--- config.mk ---
export PLATFORM = sky130hd
export DESIGN_NAME = mc_ctrl
export DESIGN_NICKNAME = d
export VERILOG_FILES = /design/src/rtl/mc_ctrl_pkg.sv /design/src/rtl/mc_decode.sv /design/src/rtl/mc_ctrl.sv
export SDC_FILE = /design/constraint.sdc
export NUM_CORES = 1
export LEC_CHECK = 0
export BUFFER_PORTS_ARGS = -buffer_cell sky130_fd_sc_hd__buf_2
export CAP_MARGIN = 15
export CORE_UTILIZATION = 53
export CTS_BUF_LIST = sky130_fd_sc_hd__clkbuf_4
export DETAILED_ROUTE_END_ITERATION = 8
export HOLD_SLACK_MARGIN = 0.1
export PLACE_DENSITY = 0.87
export SLEW_MARGIN = 20
export SYNTH_ARGS = -nofsm -noshare
export SYNTH_HDL_FRONTEND = slang
export SYNTH_SLANG_ARGS = --single-unit
--- constraint.sdc ---
create_clock -name clk -period 5.6 [get_ports clk]
set_input_delay 0.56 -clock clk [delete_from_list [all_inputs] [get_ports clk]]
set_output_delay 0.56 -clock clk [all_outputs]
set_load 0.01 [all_outputs]
--- src/rtl/mc_ctrl_pkg.sv ---
// Shared encodings for the multi-cycle controller: ALU op codes, mux selects,
// MIPS opcode/funct constants, FSM state and decoded instruction class.
package mc_ctrl_pkg;

  // ALU operation codes driven on ALUOp
  localparam logic [3:0] ALU_NOP  = 4'd0;
  localparam logic [3:0] ALU_ADD  = 4'd1;
  localparam logic [3:0] ALU_SUB  = 4'd2;
  localparam logic [3:0] ALU_AND  = 4'd3;
  localparam logic [3:0] ALU_OR   = 4'd4;
  localparam logic [3:0] ALU_SLT  = 4'd5;
  localparam logic [3:0] ALU_SLTU = 4'd6;
  localparam logic [3:0] ALU_NOR  = 4'd7;
  localparam logic [3:0] ALU_SLL  = 4'd8;
  localparam logic [3:0] ALU_SRL  = 4'd9;
  localparam logic [3:0] ALU_LUI  = 4'd10;

  // next-PC select
  localparam logic [1:0] NPC_PLUS4  = 2'd0;
  localparam logic [1:0] NPC_BRANCH = 2'd1;
  localparam logic [1:0] NPC_JUMP   = 2'd2;
  localparam logic [1:0] NPC_JR     = 2'd3;

  // register write-data select
  localparam logic [1:0] WDSEL_ALU = 2'd0;
  localparam logic [1:0] WDSEL_MEM = 2'd1;
  localparam logic [1:0] WDSEL_PC  = 2'd2;

  // destination register select
  localparam logic [1:0] REGDST_RT = 2'd0;
  localparam logic [1:0] REGDST_RD = 2'd1;
  localparam logic [1:0] REGDST_RA = 2'd2;

  // ALU operand selects
  localparam logic [1:0] SRCA_PC    = 2'd0;
  localparam logic [1:0] SRCA_RS    = 2'd1;
  localparam logic [1:0] SRCA_SHAMT = 2'd2;
  localparam logic [1:0] SRCB_RT    = 2'd0;
  localparam logic [1:0] SRCB_FOUR  = 2'd1;
  localparam logic [1:0] SRCB_IMM   = 2'd2;

  // opcodes
  localparam logic [5:0] OP_RTYPE = 6'h00;
  localparam logic [5:0] OP_J     = 6'h02;
  localparam logic [5:0] OP_JAL   = 6'h03;
  localparam logic [5:0] OP_BEQ   = 6'h04;
  localparam logic [5:0] OP_BNE   = 6'h05;
  localparam logic [5:0] OP_ADDI  = 6'h08;
  localparam logic [5:0] OP_SLTI  = 6'h0A;
  localparam logic [5:0] OP_ANDI  = 6'h0C;
  localparam logic [5:0] OP_ORI   = 6'h0D;
  localparam logic [5:0] OP_LUI   = 6'h0F;
  localparam logic [5:0] OP_LW    = 6'h23;
  localparam logic [5:0] OP_SW    = 6'h2B;

  // R-type funct codes
  localparam logic [5:0] FN_SLL  = 6'h00;
  localparam logic [5:0] FN_SRL  = 6'h02;
  localparam logic [5:0] FN_SLLV = 6'h04;
  localparam logic [5:0] FN_SRLV = 6'h06;
  localparam logic [5:0] FN_JR   = 6'h08;
  localparam logic [5:0] FN_ADD  = 6'h20;
  localparam logic [5:0] FN_SUB  = 6'h22;
  localparam logic [5:0] FN_AND  = 6'h24;
  localparam logic [5:0] FN_OR   = 6'h25;
  localparam logic [5:0] FN_NOR  = 6'h27;
  localparam logic [5:0] FN_SLT  = 6'h2A;
  localparam logic [5:0] FN_SLTU = 6'h2B;

  typedef enum logic [2:0] {
    S_FETCH, S_DCODE, S_EXE, S_MEM, S_WB_ALU, S_WB_MEM, S_BRANCH
  } state_t;

  // instruction classes that steer the sequence and per-state selects
  typedef enum logic [3:0] {
    C_ILLEGAL,   // unsupported encoding, executes as NOP
    C_RALU,      // R-type ALU op with rs/rt operands (incl. sllv/srlv)
    C_SHIFT_SA,  // sll/srl using the shamt field as operand A
    C_IMM_SEXT,  // addi/slti
    C_IMM_ZEXT,  // andi/ori/lui
    C_LW,
    C_SW,
    C_BEQ,
    C_BNE,
    C_J,
    C_JAL,
    C_JR
  } iclass_t;

endpackage

--- src/rtl/mc_decode.sv ---
// Combinational instruction decoder: Op/Funct -> instruction class, the ALU
// operation used in EXE, and an illegal flag. Shift and lui support is only
// decoded when MC_CTRL_SHIFT_EN is defined; otherwise they are illegal.
module mc_decode
  import mc_ctrl_pkg::*;
(
  input  logic [5:0] op,
  input  logic [5:0] funct,
  output iclass_t    iclass,
  output logic [3:0] exe_aluop,
  output logic       illegal
);

  // classify the instruction and pick its execute-stage ALU operation
  always_comb begin
    iclass    = C_ILLEGAL;
    exe_aluop = ALU_NOP;
    case (op)
      OP_RTYPE: begin
        case (funct)
          FN_ADD:  begin iclass = C_RALU; exe_aluop = ALU_ADD;  end
          FN_SUB:  begin iclass = C_RALU; exe_aluop = ALU_SUB;  end
          FN_AND:  begin iclass = C_RALU; exe_aluop = ALU_AND;  end
          FN_OR:   begin iclass = C_RALU; exe_aluop = ALU_OR;   end
          FN_SLT:  begin iclass = C_RALU; exe_aluop = ALU_SLT;  end
          FN_SLTU: begin iclass = C_RALU; exe_aluop = ALU_SLTU; end
          FN_NOR:  begin iclass = C_RALU; exe_aluop = ALU_NOR;  end
          FN_JR:   iclass = C_JR;
`ifdef MC_CTRL_SHIFT_EN
          FN_SLL:  begin iclass = C_SHIFT_SA; exe_aluop = ALU_SLL; end
          FN_SRL:  begin iclass = C_SHIFT_SA; exe_aluop = ALU_SRL; end
          FN_SLLV: begin iclass = C_RALU;     exe_aluop = ALU_SLL; end
          FN_SRLV: begin iclass = C_RALU;     exe_aluop = ALU_SRL; end
`endif
          default: iclass = C_ILLEGAL;
        endcase
      end
      OP_J:    iclass = C_J;
      OP_JAL:  iclass = C_JAL;
      OP_BEQ:  iclass = C_BEQ;
      OP_BNE:  iclass = C_BNE;
      OP_ADDI: begin iclass = C_IMM_SEXT; exe_aluop = ALU_ADD; end
      OP_SLTI: begin iclass = C_IMM_SEXT; exe_aluop = ALU_SLT; end
      OP_ANDI: begin iclass = C_IMM_ZEXT; exe_aluop = ALU_AND; end
      OP_ORI:  begin iclass = C_IMM_ZEXT; exe_aluop = ALU_OR;  end
`ifdef MC_CTRL_SHIFT_EN
      OP_LUI:  begin iclass = C_IMM_ZEXT; exe_aluop = ALU_LUI; end
`endif
      OP_LW:   begin iclass = C_LW; exe_aluop = ALU_ADD; end
      OP_SW:   begin iclass = C_SW; exe_aluop = ALU_ADD; end
      default: iclass = C_ILLEGAL;
    endcase
    illegal = (iclass == C_ILLEGAL);
  end

endmodule

--- src/rtl/mc_ctrl.sv ---
// Multi-cycle main control FSM. Sequences FETCH/DCODE/EXE/MEM/WB/BRANCH and
// drives Moore-style strobes and selects from state plus decoded Op/Funct.
// Optional macro MC_CTRL_SHIFT_EN enables sll/srl/sllv/srlv/lui decoding.
// While rst is high every output is held at zero (ALUOp = ALU_NOP).
module mc_ctrl
  import mc_ctrl_pkg::*;
(
  input  logic       clk,
  input  logic       rst,
  input  logic [5:0] Op,
  input  logic [5:0] Funct,
  input  logic       Zero,
  output logic       PCWrite,
  output logic       IRWrite,
  output logic       IorD,
  output logic       MemWrite,
  output logic       RegWrite,
  output logic [1:0] RegDst,
  output logic [1:0] WDSel,
  output logic [1:0] ALUSrcA,
  output logic [1:0] ALUSrcB,
  output logic       EXTOp,
  output logic [3:0] ALUOp,
  output logic [1:0] NPCOp,
  output logic       instr_done,
  output logic       illegal
);

  state_t     state_reg, state_next;
  iclass_t    iclass;
  logic [3:0] exe_aluop;
  logic       dec_illegal;

  mc_decode u_decode (
    .op        (Op),
    .funct     (Funct),
    .iclass    (iclass),
    .exe_aluop (exe_aluop),
    .illegal   (dec_illegal)
  );

  // state register; reset abandons any instruction in flight
  always_ff @(posedge clk or posedge rst) begin
    if (rst) state_reg <= S_FETCH;
    else     state_reg <= state_next;
  end

  // next-state selection
  always_comb begin
    state_next = S_FETCH;
    unique case (state_reg)
      S_FETCH: state_next = S_DCODE;
      S_DCODE: begin
        case (iclass)
          C_J, C_JAL, C_JR, C_ILLEGAL: state_next = S_FETCH;
          C_BEQ, C_BNE:                state_next = S_BRANCH;
          default:                     state_next = S_EXE;
        endcase
      end
      S_EXE:    state_next = (iclass == C_LW || iclass == C_SW) ? S_MEM : S_WB_ALU;
      S_MEM:    state_next = (iclass == C_LW) ? S_WB_MEM : S_FETCH;
      S_WB_ALU: state_next = S_FETCH;
      S_WB_MEM: state_next = S_FETCH;
      S_BRANCH: state_next = S_FETCH;
      default:  state_next = S_FETCH;
    endcase
  end

  // per-state strobes and selects; everything forced idle while rst is high
  always_comb begin
    PCWrite    = 1'b0;
    IRWrite    = 1'b0;
    IorD       = 1'b0;
    MemWrite   = 1'b0;
    RegWrite   = 1'b0;
    RegDst     = REGDST_RT;
    WDSel      = WDSEL_ALU;
    ALUSrcA    = SRCA_PC;
    ALUSrcB    = SRCB_RT;
    EXTOp      = 1'b0;
    ALUOp      = ALU_NOP;
    NPCOp      = NPC_PLUS4;
    instr_done = 1'b0;
    illegal    = 1'b0;
    if (!rst) begin
      unique case (state_reg)
        S_FETCH: begin
          IRWrite = 1'b1;
          PCWrite = 1'b1;
          ALUSrcB = SRCB_FOUR;
          ALUOp   = ALU_ADD;
        end
        S_DCODE: begin
          case (iclass)
            C_J: begin
              PCWrite = 1'b1; NPCOp = NPC_JUMP; instr_done = 1'b1;
            end
            C_JAL: begin
              PCWrite = 1'b1; NPCOp = NPC_JUMP; instr_done = 1'b1;
              RegWrite = 1'b1; RegDst = REGDST_RA; WDSel = WDSEL_PC;
            end
            C_JR: begin
              PCWrite = 1'b1; NPCOp = NPC_JR; instr_done = 1'b1;
            end
            C_ILLEGAL: begin
              illegal = dec_illegal; instr_done = 1'b1;
            end
            default: ;
          endcase
        end
        S_EXE: begin
          ALUSrcA = (iclass == C_SHIFT_SA) ? SRCA_SHAMT : SRCA_RS;
          ALUSrcB = (iclass == C_RALU || iclass == C_SHIFT_SA) ? SRCB_RT : SRCB_IMM;
          EXTOp   = (iclass == C_IMM_SEXT || iclass == C_LW || iclass == C_SW);
          ALUOp   = exe_aluop;
        end
        S_MEM: begin
          IorD = 1'b1;
          if (iclass == C_SW) begin
            MemWrite = 1'b1; instr_done = 1'b1;
          end
        end
        S_WB_ALU: begin
          RegWrite = 1'b1;
          RegDst   = (iclass == C_RALU || iclass == C_SHIFT_SA) ? REGDST_RD : REGDST_RT;
          instr_done = 1'b1;
        end
        S_WB_MEM: begin
          RegWrite = 1'b1; WDSel = WDSEL_MEM; instr_done = 1'b1;
        end
        S_BRANCH: begin
          ALUSrcA = SRCA_RS;
          ALUSrcB = SRCB_RT;
          ALUOp   = ALU_SUB;
          EXTOp   = 1'b1;
          NPCOp   = NPC_BRANCH;
          PCWrite = (iclass == C_BNE) ? ~Zero : Zero;
          instr_done = 1'b1;
        end
        default: ;
      endcase
    end
  end

endmodule

==> results.md, run 1 <==
- Sw frac: 47.95%
- Post-synthesis cell type count: 46
- Endpoints failing setup: 0
- Gr usage total: 28.85%
- Initial drt markers: 33
- Multi-input gate area: 710.7 um^2
- Total CTS buffers: 3
- Post_cts resized: 0
- Fraction of final layout cells sized beyond drive strength 1: 31.65%
- Inserted Diodes: 0
- Top FF cell, synth: dfrtp_1
- Clk pwr share: 19.3%
- Synth top area cells: dfrtp_1, nor2_1, nand3b_1
- Maxcap violations: 0
- Initial antenna violation count: 0
- Final #Nets: 174
- Via count: 1,063
- Grt met2 use: 51.69%
- Largest net degree at the start of global routing: 17
- Global-route wire length before repair: 4.146 mm
- Synth Instances: 130
- Synth top area share: 8.596%
- Syn avg cell area: 6.718 um^2
- CTS Sinks: 3
- Fillers: 150
- Net switching power: 105.4 uW
- Slowest-stage cell, CP: nor4b_4
- Clk root buf: clkbuf_4
- Total negative slack: 0 ns
- Antenna viol nets, final: 0
- Pwr/cell area: 215.3 nW/um^2
- Fmax: 342.7 MHz
- Max Buffers Root-to-Sink: 2
- Met1 GRT Util: 34.46%
- Die area: 1814 um^2
- Min cycle time layout: 2.918 ns
- Max reg flops: 3
- Register-to-Register Setup Slack: 4.25 ns
- CTS tree: done
- Final period util: 52.10%
- M3 GR Usage: 3.448%
- Layout overhead on the synthesized area: 16.91%
- Die W: 42.60 um
- Int Pwr: 114.4 uW
- Worst-path clk slew: 0.04 ns
- Worst skew pair latency: 0.23 ns
- Status: finished, final reports clean
- Drc violations: 0
- Reg area: 75.07 um^2
- Synth Cell Area: 873.3 um^2
- Leak: 0.4930 nW
- Worst min path class: input port to asynchronous set/reset pin
- Largest area contributor in the synthesized netlist: dfrtp_1
- Placeable Area: 1524 um^2
- CP required: 5.04 ns
- Final wirelength: 2.355 mm
- GRT busiest layer: met2
- Fin worst setup slack: 2.682 ns
- Routability cong.: 0.9172
- Seq/Total Area, Yosys: 8.596%
- DR pass1 iterations: 4
- Row count: 14
- Critical Path Fanout Max: 9
- Global route overflow: 0
- Avg WL per Cell: 13.53 um
- Post-synth EDFFs: 0
- Final Hold Viols: 0
- Seq pwr share: 25.4%
- Post-CTS Setup Bufs: 0
- CP max stage delay: 0.40 ns
- Max VDD drop: 0.0001827 V
- CP Cell Sequence: buf_2, or2_4, nor4b_4, o31ai_1, nand2_1, nand2_2, a2111oi_2, buf_2
- Fraction of registers with async set/reset: 100.0%
- Hold-fix buffers, CTS: 0
- CTS H-tree lvls: 1
- Dpl hpwl: 1.899 mm
- WP data arrival: 2.36 ns
- Critical path launch point type: input port
- Vias in the first global route: 972
- IO Count: 37
- Via/cell ratio: 6.109
- Combinational power share: 55.3%
- Critical path type: input port to output pin
- Die height: 42.60 um
- Yosys warns: 0
- Crit end category: output pin
- Initial Util: 57.31%
- CP dominant cell by count: buf_2
- Slew Limit Fails: 0
- Port Buffer Count: 34
- Place WS: 2.707 ns
- Clock skew: 0.0009204 ns
- Hold_ws: 0.2868 ns
- Unrepaired setup endpoints after global routing: no
- Final core utilization: 67.00%
- Yosys reg bits: 3
## worst max-delay path, delay by kind of cell
kind / cells / cell delay [ns]
AOI/OAI and AO/OA: 2 / 0.54
buffers and inverters: 2 / 0.34
and+or+nand+nor: 4 / 0.92
## power by group through the flow
| stage | Clock [mW] | Combinational [mW] | Sequential (mW) |
|---|---|---|---|
| after floorplan | 0 | 0.104 | 0.0358 |
| after detailed placement | 0 | 0.121 | 0.0558 |
| final | 0.0424 | 0.122 | 0.0559 |
| after global placement | 0 | 0.117 | 0.0548 |
| after CTS | 0.0452 | 0.122 | 0.0553 |
| after global routing | 0.0452 | 0.136 | 0.0580 |
## per-layer routing
layer / up-vias / part of all wire (%)
li1: 533 / -
met1: 490 / 40
met2: 38 / 54
met3: 2 / 4.5
met4: 0 / 0.93
met5: - / 0
## synthesized netlist by cell type (all sizes together) (3+ instances only)
master	number
buf	9
inv	4
or2	4
nor4	8
a21oi	8
nor2b	3
nand3	5
nand3b	7
and3	3
a31oi	3
nor3	5
o21ai	6
nand2	12
nor2	16
nand2b	6
dfrtp	3
## cells by family (layout without fill, tap and decap cells)
| family | after synthesis | after routing | synth area share (%) |
|---|---|---|---|
| xor+xnor | 2 | 2 | 2.006 |
| mux | 2 | 2 | 2.579 |
| buf+inv | 15 | 42 | 10.46 |
| flops | 3 | 3 | 8.596 |
| other cells | 1 | 2 | 0.4294 |
| compound gates | 32 | 32 | 25.93 |
| simple gates | 75 | 75 | 50.00 |
## layout make-up
| cell class | instances | share of cell area (%) |
|---|---|---|
| tap | 16 | 1.961 |
| timing repair buffer | 34 | 16.67 |
| clock buffer | 4 | 2.941 |
| sequential | 3 | 7.353 |
| multi-input combinational | 113 | 69.61 |
| inverter | 4 | 1.471 |
## worst paths after layout
kind / start / endpoint / depth (start not counted)
max reg2reg: state_reg[2]$_DFF_PP0_ / state_reg[1]$_DFF_PP0_ / 3
min reg2reg: state_reg[2]$_DFF_PP0_ / state_reg[0]$_DFF_PP0_ / 1
min: rst / state_reg[0]$_DFF_PP0_ / 2
min in group clk: state_reg[2]$_DFF_PP0_ / state_reg[0]$_DFF_PP0_ / 1
max in group asynchronous: rst / state_reg[1]$_DFF_PP0_ / 2
max: Op[0] / RegDst[0] / 8
## cell usage in the layout, fill, tap and decap left out, types with 2 or more instances in the layout
cell type,instances
nand4_1,2
dfrtp_1,3
and3_1,3
nor4_1,6
inv_1,4
nor3_1,5
nand3b_1,6
mux2_1,2
buf_2,34
nand2_1,11
nor2_1,16
o22ai_1,2
a31oi_1,3
conb_1,2
nand3_1,5
clkbuf_4,4
nand2b_1,6
a21oi_1,8
o21ai_0,5
or2_2,3
xnor2_1,2
nor2b_1,3
nor4_2,2
nor3b_1,2
## stage by stage
stage	std cells	instance area, um^2	power [mW]
after floorplan	131	877.1	0.1402
after global placement	170	991.0	0.1718
after detailed placement	170	991.0	0.1769
after CTS	174	1021	0.2220
after global routing	174	1021	0.2394
final	174	1021	0.2198
Note: power is estimated with default switching activity, not from simulation.
==> inputs of run 2 (changes only) <==
--- a/config.mk
+++ b/config.mk
@@ -7,11 +7,11 @@
 export LEC_CHECK = 0
 export BUFFER_PORTS_ARGS = -buffer_cell sky130_fd_sc_hd__buf_2
 export CAP_MARGIN = 15
-export CORE_UTILIZATION = 53
+export CORE_UTILIZATION = 49
 export CTS_BUF_LIST = sky130_fd_sc_hd__clkbuf_4
 export DETAILED_ROUTE_END_ITERATION = 8
 export HOLD_SLACK_MARGIN = 0.1
-export PLACE_DENSITY = 0.87
+export PLACE_DENSITY = 0.82
 export SLEW_MARGIN = 20
 export SYNTH_ARGS = -nofsm -noshare
 export SYNTH_HDL_FRONTEND = slang
==> constraint.sdc (replaced) <==
create_clock -name clk -period 3.05 [get_ports clk]
set_input_delay 0.305 -clock clk [delete_from_list [all_inputs] [get_ports clk]]
set_output_delay 0.305 -clock clk [all_outputs]
set_load 0.01 [all_outputs]
==> run 2 against run 1 <==
Effect of this change:
- register-to-register slack worse by 2.5 ns
- clock power grew 84%
- total power is 83% higher
- non-clock buffer count grew 1
- highest routed layer unchanged
- die area rose by 7.8%
- first-iteration DRC count down 15%
- clock skew shrank 0.00075 ns
- clock-buffer cell count did not move
- sequential power grew 86%
- critical path depth unchanged
- core utilization is 1.6 points lower
- flip-flop and latch count is the same
==> results.md, run 2 (synthesized netlist as in run 1, its figures left out) <==
- DR pass1 iterations: 6
- Dpl hpwl: 1.848 mm
- Critical Path Fanout Max: 8
- Fmax: 406.7 MHz
- Slew Limit Fails: 0
- Commonest non-fill, non-tap cell in the layout: buf_2
- Die height: 44.22 um
- Post_cts resized: 0
- Via count: 1,078
- Global-route wire length before repair: 3.788 mm
- Drc violations: 0
- Routability cong.: 0.8439
- Port Buffer Count: 34
- Row count: 14
- Max reg flops: 3
- Post-CTS Setup Bufs: 0
- Max Buffers Root-to-Sink: 2
- CTS Sinks: 3
- Inserted Diodes: 0
- Max VDD drop: 0.0003333 V
- Final period util: 80.61%
- Largest net degree at the start of global routing: 17
- Die W: 44.22 um
- Placed Area: 991.0 um^2
- Global route overflow: 0
- Commonest cells after routing, fill and taps aside: buf_2, nor2_1, nand2_1
- Endpoints failing setup: 0
- IO Count: 37
- Post-layout instance area: 1031 um^2
- Final Instance Count excl. Fillers: 175
- Min cycle time layout: 2.459 ns
- Layout overhead on the synthesized area: 18.05%
- Vias in the first global route: 943
- Hold-fix buffers, CTS: 1
- Total CTS buffers: 3
- Total negative slack: 0 ns
- Reg area: 75.07 um^2
- WP data arrival: 2.15 ns
- Final Hold Viols: 0
- Pwr/cell area: 391.0 nW/um^2
- Critical path type: input port to output pin
- Initial antenna violation count: 0
- CTS H-tree lvls: 1
- Clock skew: 0.0001712 ns
- CTS tree: done
- Die area: 1955 um^2
- Unrepaired setup endpoints after global routing: no
- Worst min path class: input port to flop
- Clk root buf: clkbuf_4
- Crit end category: output pin
- Leak: 0.4971 nW
- Initial drt markers: 28
- Place WS: 0.5917 ns
- Gr usage total: 25.04%
- Fraction of final layout cells sized beyond drive strength 1: 31.45%
- Hold_ws: 0.5380 ns
- Worst skew pair latency: 0.23 ns
- Fin worst setup slack: 0.5914 ns
- Via/cell ratio: 6.160
- Antenna viol nets, final: 0
- Multi-input gate area: 710.7 um^2
- Fillers: 149
- Initial Util: 55.40%
- Critical path launch point type: input port
- CP required: 2.74 ns
- Final #Nets: 175
- Status: finished, final reports clean
- Placed Cells: 170
- Avg WL per Cell: 13.10 um
- Final wirelength: 2.292 mm
- Placeable Area: 1577 um^2
- Total power: 403.2 uW
- Maxcap violations: 0
- Worst-path clk slew: 0.04 ns
- Final core utilization: 65.40%
## run 2: path summary, 6_finish.rpt
check / startpoint / end / slack, ns / depth (start not counted)
max: Op[2] / RegDst[0] / 0.59 / 8
min: Op[4] / state_reg[2]$_DFF_PP0_ / 0.54 / 4
max reg2reg: state_reg[2]$_DFF_PP0_ / state_reg[1]$_DFF_PP0_ / 1.71 / 3
min reg2reg: state_reg[2]$_DFF_PP0_ / state_reg[2]$_DFF_PP0_ / 0.73 / 1
max in group asynchronous: rst / state_reg[2]$_DFF_PP0_ / 2.28 / 3
min in group asynchronous: rst / state_reg[1]$_DFF_PP0_ / 0.61 / 3
## run 2: cell type report
cell class	instances	area share, %
Clock buffer	4	2.913
Sequential cell	3	7.282
Inverter	4	1.456
Tap cell	16	1.942
Timing Repair Buffer	35	17.48
Multi-Input combinational cell	113	68.93
## run 2: metal layers
layer	up-vias	part of all wire (%)	global-route usage (%)
li1	535	-	-
met1	506	42	29.14
met2	33	53	47.35
met3	4	4.0	0.8163
met4	0	0.92	10.30
met5	-	0	0
## run 2: critical path: stages
cell       delay [ns]
buf_2            0.14
or2_2            0.34
nor4b_4          0.40
o31ai_1          0.19
nand2_1          0.17
nand2_2          0.07
a2111oi_2        0.35
buf_2            0.18
## run 2: power by group
part	switching, mW	leakage (nW)	total, mW	internal [mW]
registers	0.0504	0.0388	0.104	0.0534
logic	0.122	0.440	0.221	0.0997
clock network	0.0201	0.0184	0.0780	0.0579
total	0.192	0.497	0.403	0.211
